==> src/rtl/key_debounce_if.sv <==
// Signal bundle for key_debounce_array: raw key inputs, the shared count
// enable and the conditioned per-channel outputs.
// There is no valid/ready handshake on this bundle. key_i and tick are
// levels sampled on every clk. key_o is a level. press_p, release_p and
// hold_p are one-clk strobes that need no acknowledgement.
interface key_debounce_if #(
    parameter int CHANNELS = 5
);
    logic                tick;
    logic [CHANNELS-1:0] key_i;
    logic [CHANNELS-1:0] key_o;
    logic [CHANNELS-1:0] press_p;
    logic [CHANNELS-1:0] release_p;
    logic [CHANNELS-1:0] hold_p;

    modport master (
        output tick, key_i,
        input  key_o, press_p, release_p, hold_p
    );

    modport slave (
        input  tick, key_i,
        output key_o, press_p, release_p, hold_p
    );
endinterface

==> src/rtl/key_debounce_array.sv <==
// Multi-channel button/switch conditioner. Each channel has a 2-FF
// synchroniser and a stability-count debounce that produces the level
// key_o. It also produces one-clk press/release strobes and a hold strobe
// after a long press, with optional auto-repeat. The tick input gates the
// counters so that one shared prescaler can keep them narrow.
module key_debounce_array #(
    parameter int CHANNELS      = 5,
    parameter int STABLE_CYCLES = 1_000_000,
    parameter int CNT_W         = 24,
    parameter int HOLD_CYCLES   = 20_000_000,
    parameter int REPEAT_CYCLES = 0,
    parameter int HOLD_W        = 26,
    parameter int ACTIVE_LOW    = 0
) (
    input logic           clk,
    input logic           reset,
    key_debounce_if.slave bus
);

    // Reject parameter sets where a counter would have to wrap.
    if (CHANNELS < 1) begin : g_bad_channels
        $error("key_debounce_array: CHANNELS must be >= 1");
    end
    if (STABLE_CYCLES < 1 || (64'(STABLE_CYCLES) >> CNT_W) != 0) begin : g_bad_stable
        $error("key_debounce_array: STABLE_CYCLES must be >= 1 and fit in CNT_W bits");
    end
    if (HOLD_CYCLES < 1 || (64'(HOLD_CYCLES) >> HOLD_W) != 0) begin : g_bad_hold
        $error("key_debounce_array: HOLD_CYCLES must be >= 1 and fit in HOLD_W bits");
    end
    if (REPEAT_CYCLES < 0 || (64'(REPEAT_CYCLES) >> HOLD_W) != 0) begin : g_bad_repeat
        $error("key_debounce_array: REPEAT_CYCLES must be >= 0 and fit in HOLD_W bits");
    end

    localparam logic [CNT_W-1:0]    STABLE_C = CNT_W'(STABLE_CYCLES);
    localparam logic [CNT_W-1:0]    ONE_C    = CNT_W'(1);
    localparam logic [HOLD_W-1:0]   HOLD_C   = HOLD_W'(HOLD_CYCLES);
    localparam logic [HOLD_W-1:0]   REPEAT_C = HOLD_W'(REPEAT_CYCLES);
    localparam logic [HOLD_W-1:0]   ONE_H    = HOLD_W'(1);
    localparam logic [CHANNELS-1:0] INV_MASK = {CHANNELS{ACTIVE_LOW != 0}};

    logic [CHANNELS-1:0] raw;
    logic [CHANNELS-1:0] s1;
    logic [CHANNELS-1:0] s2;
    logic [CHANNELS-1:0] cand;
    logic [CHANNELS-1:0] key_q;
    logic [CHANNELS-1:0] press_q;
    logic [CHANNELS-1:0] release_q;
    logic [CHANNELS-1:0] hold_q;
    logic [CHANNELS-1:0] rep;
    logic [CNT_W-1:0]    cnt  [CHANNELS];
    logic [HOLD_W-1:0]   hcnt [CHANNELS];

    logic [CHANNELS-1:0] settle;
    logic [CHANNELS-1:0] key_next;
    logic [CHANNELS-1:0] saturated;
    logic [CHANNELS-1:0] fire;

    // Normalise the pin polarity so that 1 always means pressed.
    assign raw = bus.key_i ^ INV_MASK;

    // Next debounced level and hold-target detection for every channel.
    always_comb begin
        settle    = '0;
        key_next  = '0;
        saturated = '0;
        fire      = '0;
        for (int ch = 0; ch < CHANNELS; ch++) begin
            // The candidate has been stable for the full count: key_o may take it.
            settle[ch]    = (s2[ch] == cand[ch]) && (cnt[ch] == STABLE_C);
            key_next[ch]  = settle[ch] ? cand[ch] : key_q[ch];
            // A single-shot hold that already fired parks hcnt at HOLD_C.
            saturated[ch] = !rep[ch] && (hcnt[ch] == HOLD_C);
            // This tick's increment would reach the current phase's target.
            fire[ch]      = bus.tick && key_q[ch] && !press_q[ch] && !saturated[ch]
                            && (hcnt[ch] == ((rep[ch] ? REPEAT_C : HOLD_C) - ONE_H));
        end
    end

    // Synchroniser, stability counter, debounced level and edge strobes.
    always_ff @(posedge clk) begin
        if (reset) begin
            s1        <= '0;
            s2        <= '0;
            cand      <= '0;
            key_q     <= '0;
            press_q   <= '0;
            release_q <= '0;
            for (int ch = 0; ch < CHANNELS; ch++) begin
                cnt[ch] <= '0;
            end
        end else begin
            s1        <= raw;
            s2        <= s1;
            key_q     <= key_next;
            press_q   <= key_next & ~key_q;
            release_q <= ~key_next & key_q;
            for (int ch = 0; ch < CHANNELS; ch++) begin
                if (s2[ch] != cand[ch]) begin
                    cand[ch] <= s2[ch];
                    cnt[ch]  <= '0;
                end else if (bus.tick && cnt[ch] != STABLE_C) begin
                    cnt[ch] <= cnt[ch] + ONE_C;
                end
            end
        end
    end

    // Long-press timer: first strobe after HOLD_CYCLES, then optional repeats.
    always_ff @(posedge clk) begin
        if (reset) begin
            rep    <= '0;
            hold_q <= '0;
            for (int ch = 0; ch < CHANNELS; ch++) begin
                hcnt[ch] <= '0;
            end
        end else begin
            for (int ch = 0; ch < CHANNELS; ch++) begin
                if (!key_q[ch] || press_q[ch]) begin
                    hcnt[ch]   <= '0;
                    rep[ch]    <= 1'b0;
                    hold_q[ch] <= 1'b0;
                end else begin
                    // A release that lands on a hold target suppresses the strobe.
                    hold_q[ch] <= fire[ch] && key_next[ch];
                    if (fire[ch]) begin
                        if (REPEAT_CYCLES != 0) begin
                            hcnt[ch] <= '0;
                            rep[ch]  <= 1'b1;
                        end else begin
                            hcnt[ch] <= HOLD_C;
                        end
                    end else if (bus.tick && !saturated[ch]) begin
                        hcnt[ch] <= hcnt[ch] + ONE_H;
                    end
                end
            end
        end
    end

    assign bus.key_o     = key_q;
    assign bus.press_p   = press_q;
    assign bus.release_p = release_q;
    assign bus.hold_p    = hold_q;

endmodule
==> src/flat_wrapper.sv <==
// flat-port wrapper written by rule: the top's interface ports become plain ports
module key_debounce_array_flat 
#(
    parameter int CHANNELS      = 5,
    parameter int STABLE_CYCLES = 1_000_000,
    parameter int CNT_W         = 24,
    parameter int HOLD_CYCLES   = 20_000_000,
    parameter int REPEAT_CYCLES = 0,
    parameter int HOLD_W        = 26,
    parameter int ACTIVE_LOW    = 0
)
  (clk, reset, bus_tick, bus_key_i, bus_key_o, bus_press_p, bus_release_p, bus_hold_p);
  key_debounce_if #(.CHANNELS(CHANNELS)) bus_i ();
  input logic clk;
  input logic reset;
  input wire logic [$bits(bus_i.tick)-1:0] bus_tick;
  input wire logic [$bits(bus_i.key_i)-1:0] bus_key_i;
  output wire logic [$bits(bus_i.key_o)-1:0] bus_key_o;
  output wire logic [$bits(bus_i.press_p)-1:0] bus_press_p;
  output wire logic [$bits(bus_i.release_p)-1:0] bus_release_p;
  output wire logic [$bits(bus_i.hold_p)-1:0] bus_hold_p;
  assign bus_i.tick = bus_tick;
  assign bus_i.key_i = bus_key_i;
  assign bus_key_o = bus_i.key_o;
  assign bus_press_p = bus_i.press_p;
  assign bus_release_p = bus_i.release_p;
  assign bus_hold_p = bus_i.hold_p;
  key_debounce_array #(.CHANNELS(CHANNELS), .STABLE_CYCLES(STABLE_CYCLES), .CNT_W(CNT_W), .HOLD_CYCLES(HOLD_CYCLES), .REPEAT_CYCLES(REPEAT_CYCLES), .HOLD_W(HOLD_W), .ACTIVE_LOW(ACTIVE_LOW)) u_core (.clk(clk), .reset(reset), .bus(bus_i));
endmodule
==> config.mk <==
export PLATFORM = sky130hd
export DESIGN_NAME = key_debounce_array_flat
export DESIGN_NICKNAME = d
export VERILOG_FILES = /design/src/rtl/key_debounce_if.sv /design/src/rtl/key_debounce_array.sv /design/src/flat_wrapper.sv
export SDC_FILE = /design/constraint.sdc
export NUM_CORES = 1
export LEC_CHECK = 0
export ABC_AREA = 1
export CAP_MARGIN = 0
export CORE_MARGIN = 2
export CORE_UTILIZATION = 37
export DETAILED_ROUTE_END_ITERATION = 6
export PLACE_DENSITY_LB_ADDON = 0.08
export SETUP_SLACK_MARGIN = 0.5
export SLEW_MARGIN = 20
export SYNTH_ARGS = -nofsm -noshare
export SYNTH_HDL_FRONTEND = slang
export SYNTH_SLANG_ARGS = --single-unit
==> constraint.sdc <==
create_clock -name clk -period 3 [get_ports clk]
set_input_delay 0.75 -clock clk [delete_from_list [all_inputs] [get_ports clk]]
set_output_delay 0.75 -clock clk [all_outputs]
set_load 0.03 [all_outputs]
Word level (Yosys, flattened, before mapping)
Memories as Yosys holds them, arrays and structs flattened.
Cells that the tools add are included.

storage, ports and cells
  word-level logic and storage cells = 278
  bits in writable memories = 250
  output and inout port bits = 20
  input bits = 8
  memories = 2
  bits in registers = 35

cells by class
  reduce and logical (&&, ||, !) cells = 65
  equality and inequality tests = 30
  multiplexer cells = 127
  bitwise logic cells = 29
  $add $sub $neg = 10

memories
  name         words  width  rd ports  clocked after memory_dff  write ports  RTL line                  RTL
  u_core.hcnt  5      26     5         0                         5            key_debounce_array.sv:51  logic [HOLD_W-1:0] hcnt [CHANNELS];
  u_core.cnt   5      24     5         0                         5            key_debounce_array.sv:50  logic [CNT_W-1:0] cnt [CHANNELS];

operators with widths
  operator                                                                    count
  26-bit 2-to-1 mux                                                           15
  26-bit by 25-bit equality test with 1-bit output (second input constant)    10
  24-bit 2-to-1 mux                                                           10
  26-bit by 1-bit adder with 26-bit output (second input constant)            5
  24-bit by 1-bit adder with 24-bit output (second input constant)            5
  24-bit by 20-bit equality test with 1-bit output (second input constant)    5
  24-bit by 20-bit inequality test with 1-bit output (second input constant)  5
  1-bit 2-to-1 mux                                                            102
  1-bit logical AND                                                           40
  1-bit OR                                                                    25
  1-bit logical NOT                                                           15
  5-bit AND                                                                   2
  5-bit inverter                                                              2
  2-bit OR reduction                                                          5
  1-bit equality test                                                         5
  1-bit logical OR                                                            5
  1-bit inequality test                                                       5

Longest topological paths before layout
Gate-level depths: netlist of the first run.
An unclocked memory read counts as a cell.

  depth in word-level cells = 11
  depth in mapped cells = 12

Worst setup path after synthesis of the first run
Ideal clock, no wire load.

  path type = input to register
  start = input port reset
  end = memory u_core.hcnt[0][0] (enable)
  arrival = 2.597 ns
  stages = 5
  slack = -0.014 ns
  buffers on the path = 2
  setup time = 0.417 ns
  required time = 2.583 ns
  cells stage by stage = buf_2 > nor2_4 > buf_6 > inv_2 > o211ai_1

RTL lines
  what                RTL line                  RTL
  start: declaration  flat_wrapper.sv:15        input logic reset;
  end: declaration    key_debounce_array.sv:51

Worst setup path in the final report of the first run
  start = register u_core.key_q[1] (netlist: u_core.bus.key_o[1])
  end = output port bus_key_o[1]

RTL lines
  what                      RTL line                  RTL
  start: declaration        key_debounce_array.sv:45  logic [CHANNELS-1:0] key_q;
  start signal: assignment  key_debounce_array.sv:94  key_q <= key_next;
  end: declaration          flat_wrapper.sv:18        output wire logic [$bits(bus_i.key_o)-1:0] bus_key_o;

No word-level cell between the ends.

==> results of run 1 <==
[power breakdown]
group / total (mW) / leakage, nW / switching (mW) / internal, mW
combinational: 0.489 / 3.78 / 0.326 / 0.163
sequential: 4.61 / 3.19 / 0.154 / 4.46
clock: 4.30 / 0.557 / 1.69 / 2.61
total: 9.40 / 7.52 / 2.17 / 7.23
[synthesized netlist by cell type, types with 22 or more instances]
cell / n / area, µm²
sky130_fd_sc_hd__nor3_1: 82 / 410.4
sky130_fd_sc_hd__edfxtp_1: 250 / 7507
sky130_fd_sc_hd__dfxtp_1: 35 / 700.7
sky130_fd_sc_hd__xnor2_1: 27 / 236.5
sky130_fd_sc_hd__nor2_1: 331 / 1242
sky130_fd_sc_hd__inv_2: 22 / 82.58
sky130_fd_sc_hd__nand2_1: 490 / 1839
sky130_fd_sc_hd__o21ai_0: 24 / 120.1
sky130_fd_sc_hd__nand4_1: 82 / 513.0
sky130_fd_sc_hd__a21oi_1: 102 / 510.5
sky130_fd_sc_hd__nor2_2: 27 / 168.9
sky130_fd_sc_hd__inv_1: 311 / 1167
sky130_fd_sc_hd__nor3_2: 22 / 220.2
sky130_fd_sc_hd__nand3_1: 151 / 755.7
sky130_fd_sc_hd__xor2_1: 85 / 744.5
[through the flow]
step	power (mW)	setup WS, ns	hold slack, ns	utilization, %	cells
final	9.401	0.5767	0.4053	42.37	2922
after CTS	9.581	0.5316	0.4080	42.37	2922
after global placement	5.178	0.2685	0.3897	39.97	2860
after detailed placement	5.185	0.2677	0.3986	39.97	2860
after global routing	9.801	0.5014	0.4301	42.37	2922
after floorplan	5.005	0.09154	0.3883	-	2221
[cell type report]
type / instances / area share [%]
Sequential cell: 285 / 40.65
Multi-Input combinational cell: 1574 / 40.74
Tap cell: 615 / 3.811
Clock buffer: 52 / 5.063
Timing Repair Buffer: 50 / 2.789
Inverter: 336 / 6.327
Clock inverter: 10 / 0.6135
[state kept, by name, summed over array words and instances, names as in the netlist]
signal,cells
u_core.hcnt,130
u_core.bus.release_p,5
u_core.cnt,120
u_core.bus.hold_p,5
u_core.cand,5
u_core.s2,5
u_core.s1,5
u_core.bus.key_o,5
u_core.bus.press_p,5
[path summary, 6_finish.rpt]
| kind | to | start | slack [ns] | depth (start not counted) |
|---|---|---|---|---|
| worst max register to register | u_core.cnt[2][21] | u_core.cnt[2][0] | 0.73 | 9 |
| worst max-delay path | bus_key_o[1] | u_core.bus.key_o[1] | 0.58 | 1 |
| worst min-delay path | u_core.s2[2] | u_core.s1[2] | 0.41 | 2 |
| worst min register to register | u_core.s2[2] | u_core.s1[2] | 0.41 | 2 |
[cell families (layout without fill, tap and decap cells)]
logic type      after synthesis  in the layout  synth area share (%)
simple gates               1304           1304                 35.00
fa+ha+maj                    20             20                 1.402
flops                       285            285                 46.00
xor+xnor                    112            112                 5.498
compound gates              138            138                 3.969
buf+inv                     362            448                 8.127
[routing by layer]
layer / up-vias / track usage, % / routed length, µm
met5: - / 0 / 0
met4: 0 / 4.903 / 912
met3: 58 / 3.174 / 1543
li1: 7425 / - / -
met1: 6630 / 22.80 / 20180
met2: 219 / 28.19 / 19250
==> metrics.txt, run 1 <==
run status=complete, no violations; WP data arrival=1.67 ns; Crit Path Max Fanout=3; initial antenna violation count=0; power density over cell area=465.6 nW/µm²; cells along the critical path=clkdlybuf4s50_1; Lkg Pwr=7.522 nW; total count of max-transition violations in the final report=0; kind of critical path=flop to output port; nature of the critical path endpoint=output port; actual slew at the worst max-slew pin=0.5616 ns; register area share after synthesis=46.00%; sum of overflow across all layers after global routing=0; Vias=14330; gpl congestion=0.8866; fraction of registers with async set or reset after synthesis=0%; multi-input logic area=8225 µm²; number of antenna diodes=0; via count of the first global-routing pass=13950; post-CTS repair timing setup buffer count=0; count of antenna-violating nets left after detailed routing=0; source-to-sink clock delay at the later pin of the worst-skew pair=0.54 ns; clock-pin slew reported for the worst setup and hold paths after clock tree synthesis=0.06 ns; Finished Cell Area=20190 µm²; Cell Area, Synth=17840 µm²; Post-CTS Hold Buffers=0; Area growth, synth to finish=13.15%; number of placement rows=80; number of enable flip-flop cells after synthesis=250; average vias per placed instance=4.905; number of nets at the end of the flow=2311; Starting Density=37.45%; setup_tns=0 ns; number of flip-flops and latches in the synthesized netlist=285; port bufs=27; fill cell total of the finished layout=4840; first-pass GRT wire length=70130 µm; post-detailed-placement half-perimeter wirelength=30940 µm; area taken by flip-flops and latches=8208 µm²; cell at the slowest stage of the critical path=sky130_fd_sc_hd__clkdlybuf4s50_1; die height=223.6 µm; number of maximum-capacitance constraint violations=0; 1st-iter DRT viols=856; data required time of the critical path=2.25 ns; largest net degree at the start of global routing=27; chip width=223.6 µm; number of cells upsized or downsized after cts=0; max-slew headroom at the worst pin=62.27%; setup repair after global routing missed its margin=false; count of clock tree sinks=285; Peak supply drop=0.0003413 V; Wirelength per Cell=14.33 µm; H-Tree Level Count=2; placed instance area=19040 µm²; area of the core=47650 µm²; largest buffer count on any clock path=3; Mapped Cells=2221; highest-count cells in the layout ignoring fill and taps=sky130_fd_sc_hd__nand2_1 (490), sky130_fd_sc_hd__nor2_1 (331), sky130_fd_sc_hd__inv_1 (311); crit-path max cell delay=0.72 ns; Largest delay share family, worst path=buffers and inverters; HP Class=flop to flop; ratio of final minimum period to clock period=80.78%; Syn. warnings=0; total buffers and inverters traversed by the critical path=1; CTS tree=yes; clock tree root buffer cell=sky130_fd_sc_hd__clkbuf_16; layout cells sized above 1=10.32%; Post-Syn Nets=2249; Final min period=2.423 ns; CP Launch Type=flop; total routed wirelength=41890 µm; setup clock skew after layout=0.01589 ns; DRC errors left=0; global router's overall resource usage=17.04%; Top Ports=28; endpoints failing hold=0; most frequent standard cell in the layout excluding fill and tap cells=sky130_fd_sc_hd__nand2_1; router iterations before antenna repair=6; overall die area=50000 µm²; Inserted Clock Buffers=36; total setup violations reported at the end of the flow=0; Yosys cell types=47; Main synth FF type=sky130_fd_sc_hd__edfxtp_1; highest achievable clock rate=412.7 MHz; average cell area after synthesis=8.034 µm²
Power figures use the tool's default switching activity.
==> run 2: changes to the inputs <==
Clock period 3 ns to 2 ns, I/O delays scaled along.
==> metrics.txt, run 2 (synthesis gave the netlist of run 1 again) <==
Area growth, synth to finish=35.14%; setup_tns=0 ns; router iterations before antenna repair=5; Lkg Pwr=9.353 nW; Largest delay share family, worst path=simple AND/OR/NAND/NOR gates; Finished Cell Area=24110 µm²; layout cells sized above 1=30.38%; highest-count cells in the layout ignoring fill and taps=sky130_fd_sc_hd__nand2_1 (453), sky130_fd_sc_hd__inv_1 (280), sky130_fd_sc_hd__nor2_1 (269); placed instance area=20200 µm²; largest buffer count on any clock path=3; global router's overall resource usage=18.09%; cell type with the highest occurrence count on the critical path=sky130_fd_sc_hd__nand3_4; nature of the critical path endpoint=flop; max-slew headroom at the worst pin=70.46%; run status=complete, no violations; kind of critical path=flop to flop; ratio of final minimum period to clock period=95.85%; total routed wirelength=47350 µm; via count of the first global-routing pass=14940; Peak supply drop=0.0004326 V; number of placement rows=80; total setup violations reported at the end of the flow=0; endpoints failing hold=0; area taken by flip-flops and latches=8249 µm²; CTS tree=yes; fill cell total of the finished layout=4480; worst slack, placed=-0.4412 ns; WP data arrival=2.23 ns; count of antenna-violating nets left after detailed routing=0; number of antenna diodes=0; crit-path max cell delay=0.42 ns; cells along the critical path=inv_2, ha_4, nor3b_4, nand4_1, nor2_2, nand2_2, nand3_4, nand3_4, buf_12; 1st-iter DRT viols=1017; highest achievable clock rate=521.6 MHz; Inserted Clock Buffers=37; CP Launch Type=flop; first-pass GRT wire length=74340 µm; Wirelength per Cell=14.96 µm; sum of overflow across all layers after global routing=0; multi-input logic area=9637 µm²; final design utilization=50.61%; Top Ports=28; Crit Path Max Fanout=13; Final min period=1.917 ns; overall die area=50000 µm²; setup clock skew after layout=0.03068 ns; clock-pin slew reported for the worst setup and hold paths after clock tree synthesis=0.06 ns; gpl congestion=0.8825; Vias=15640; number of nets at the end of the flow=2553; Regs by FF count=u_core.hcnt x130, u_core.cnt x120; area of the core=47650 µm²; initial antenna violation count=0; count of clock tree sinks=285; total count of max-transition violations in the final report=0; source-to-sink clock delay at the later pin of the worst-skew pair=0.55 ns; H-Tree Level Count=2; setup repair after global routing missed its margin=true; actual slew at the worst max-slew pin=0.4390 ns; number of maximum-capacitance constraint violations=0; power density over cell area=601.8 nW/µm²; die height=223.6 µm; HP Class=flop to flop; Post-Route Hold Slack=0.4017 ns; largest net degree at the start of global routing=25; clock tree root buffer cell=sky130_fd_sc_hd__clkbuf_16; Starting Density=37.45%; flip-flop count of the largest register after layout=130; average vias per placed instance=4.938; data required time of the critical path=2.32 ns; chip width=223.6 µm; Most flops, register=u_core.hcnt; total buffers and inverters traversed by the critical path=2; post-layout worst setup margin=0.08290 ns; most frequent standard cell in the layout excluding fill and tap cells=sky130_fd_sc_hd__nand2_1; port bufs=27; cell at the slowest stage of the critical path=sky130_fd_sc_hd__edfxtp_1; post-detailed-placement half-perimeter wirelength=32290 µm; DRC errors left=0; Post-CTS Hold Buffers=0
==> run 2: changes by cell type in the layout (fill, tap and decap cells not counted), sizes merged, moves of 3 or more <==
| cell | before | now |
|---|---|---|
| nand2 | 508 | 511 |
| buf | 24 | 268 |
| clkinv | 7 | 18 |
| clkdlybuf4s50 | 26 | 5 |
==> run 2: through the flow <==
step	total power, mW	std cells
floorplan	7.538	2221
global placement	7.897	2955
detailed placement	7.902	2955
CTS	14.58	3079
global route	15.06	3166
finish	14.51	3166
==> run 2: final cells by class <==
cell class	instances	share of cell area [%]
Multi-Input combinational cell	1579	39.96
Sequential cell	285	34.21
Timing Repair Buffer	282	12.18
Inverter	336	5.428
Clock buffer	48	4.224
Tap cell	615	3.191
Clock inverter	17	0.5967
Timing Repair inverter	4	0.2076
==> run 2: worst paths after layout <==
kind                    start               end  slack, ns  cells after the start
min              u_core.s1[2]      u_core.s2[2]       0.40                      2
min reg2reg      u_core.s1[2]      u_core.s2[2]       0.40                      2
max          u_core.cnt[2][0]  u_core.cnt[2][9]       0.08                      9
max reg2reg  u_core.cnt[2][0]  u_core.cnt[2][9]       0.08                      9
==> run 2: what timing repair did <==
item                                    CTS  global route
endpoints found under the setup margin  537           540
buffers inserted                         50            73
cloned                                    9            14
gates resized for setup                 257           235
pin swaps                                43            66
==> run 2: layer usage <==
metal | track usage [%] | vias up | wire (µm)
met5 | 0 | - | 0
met4 | 6.129 | 0 | 1284
met3 | 2.400 | 82 | 1610
met2 | 31.46 | 283 | 23340
met1 | 23.18 | 7378 | 21120
li1 | - | 7892 | -
==> run 2: tightest hold or removal path, delay by kind of cell, from the launching register on <==
kind / cells / cell delay [ns]
flops: 1 / 0.29
buf+inv: 1 / 0.04
simple gates: 1 / 0.03
==> run 2: report_power, final <==
group	leakage, nW	switching [mW]	internal [mW]
combinational	5.57	0.651	0.466
sequential	3.20	0.220	6.68
clock	0.582	2.65	3.85
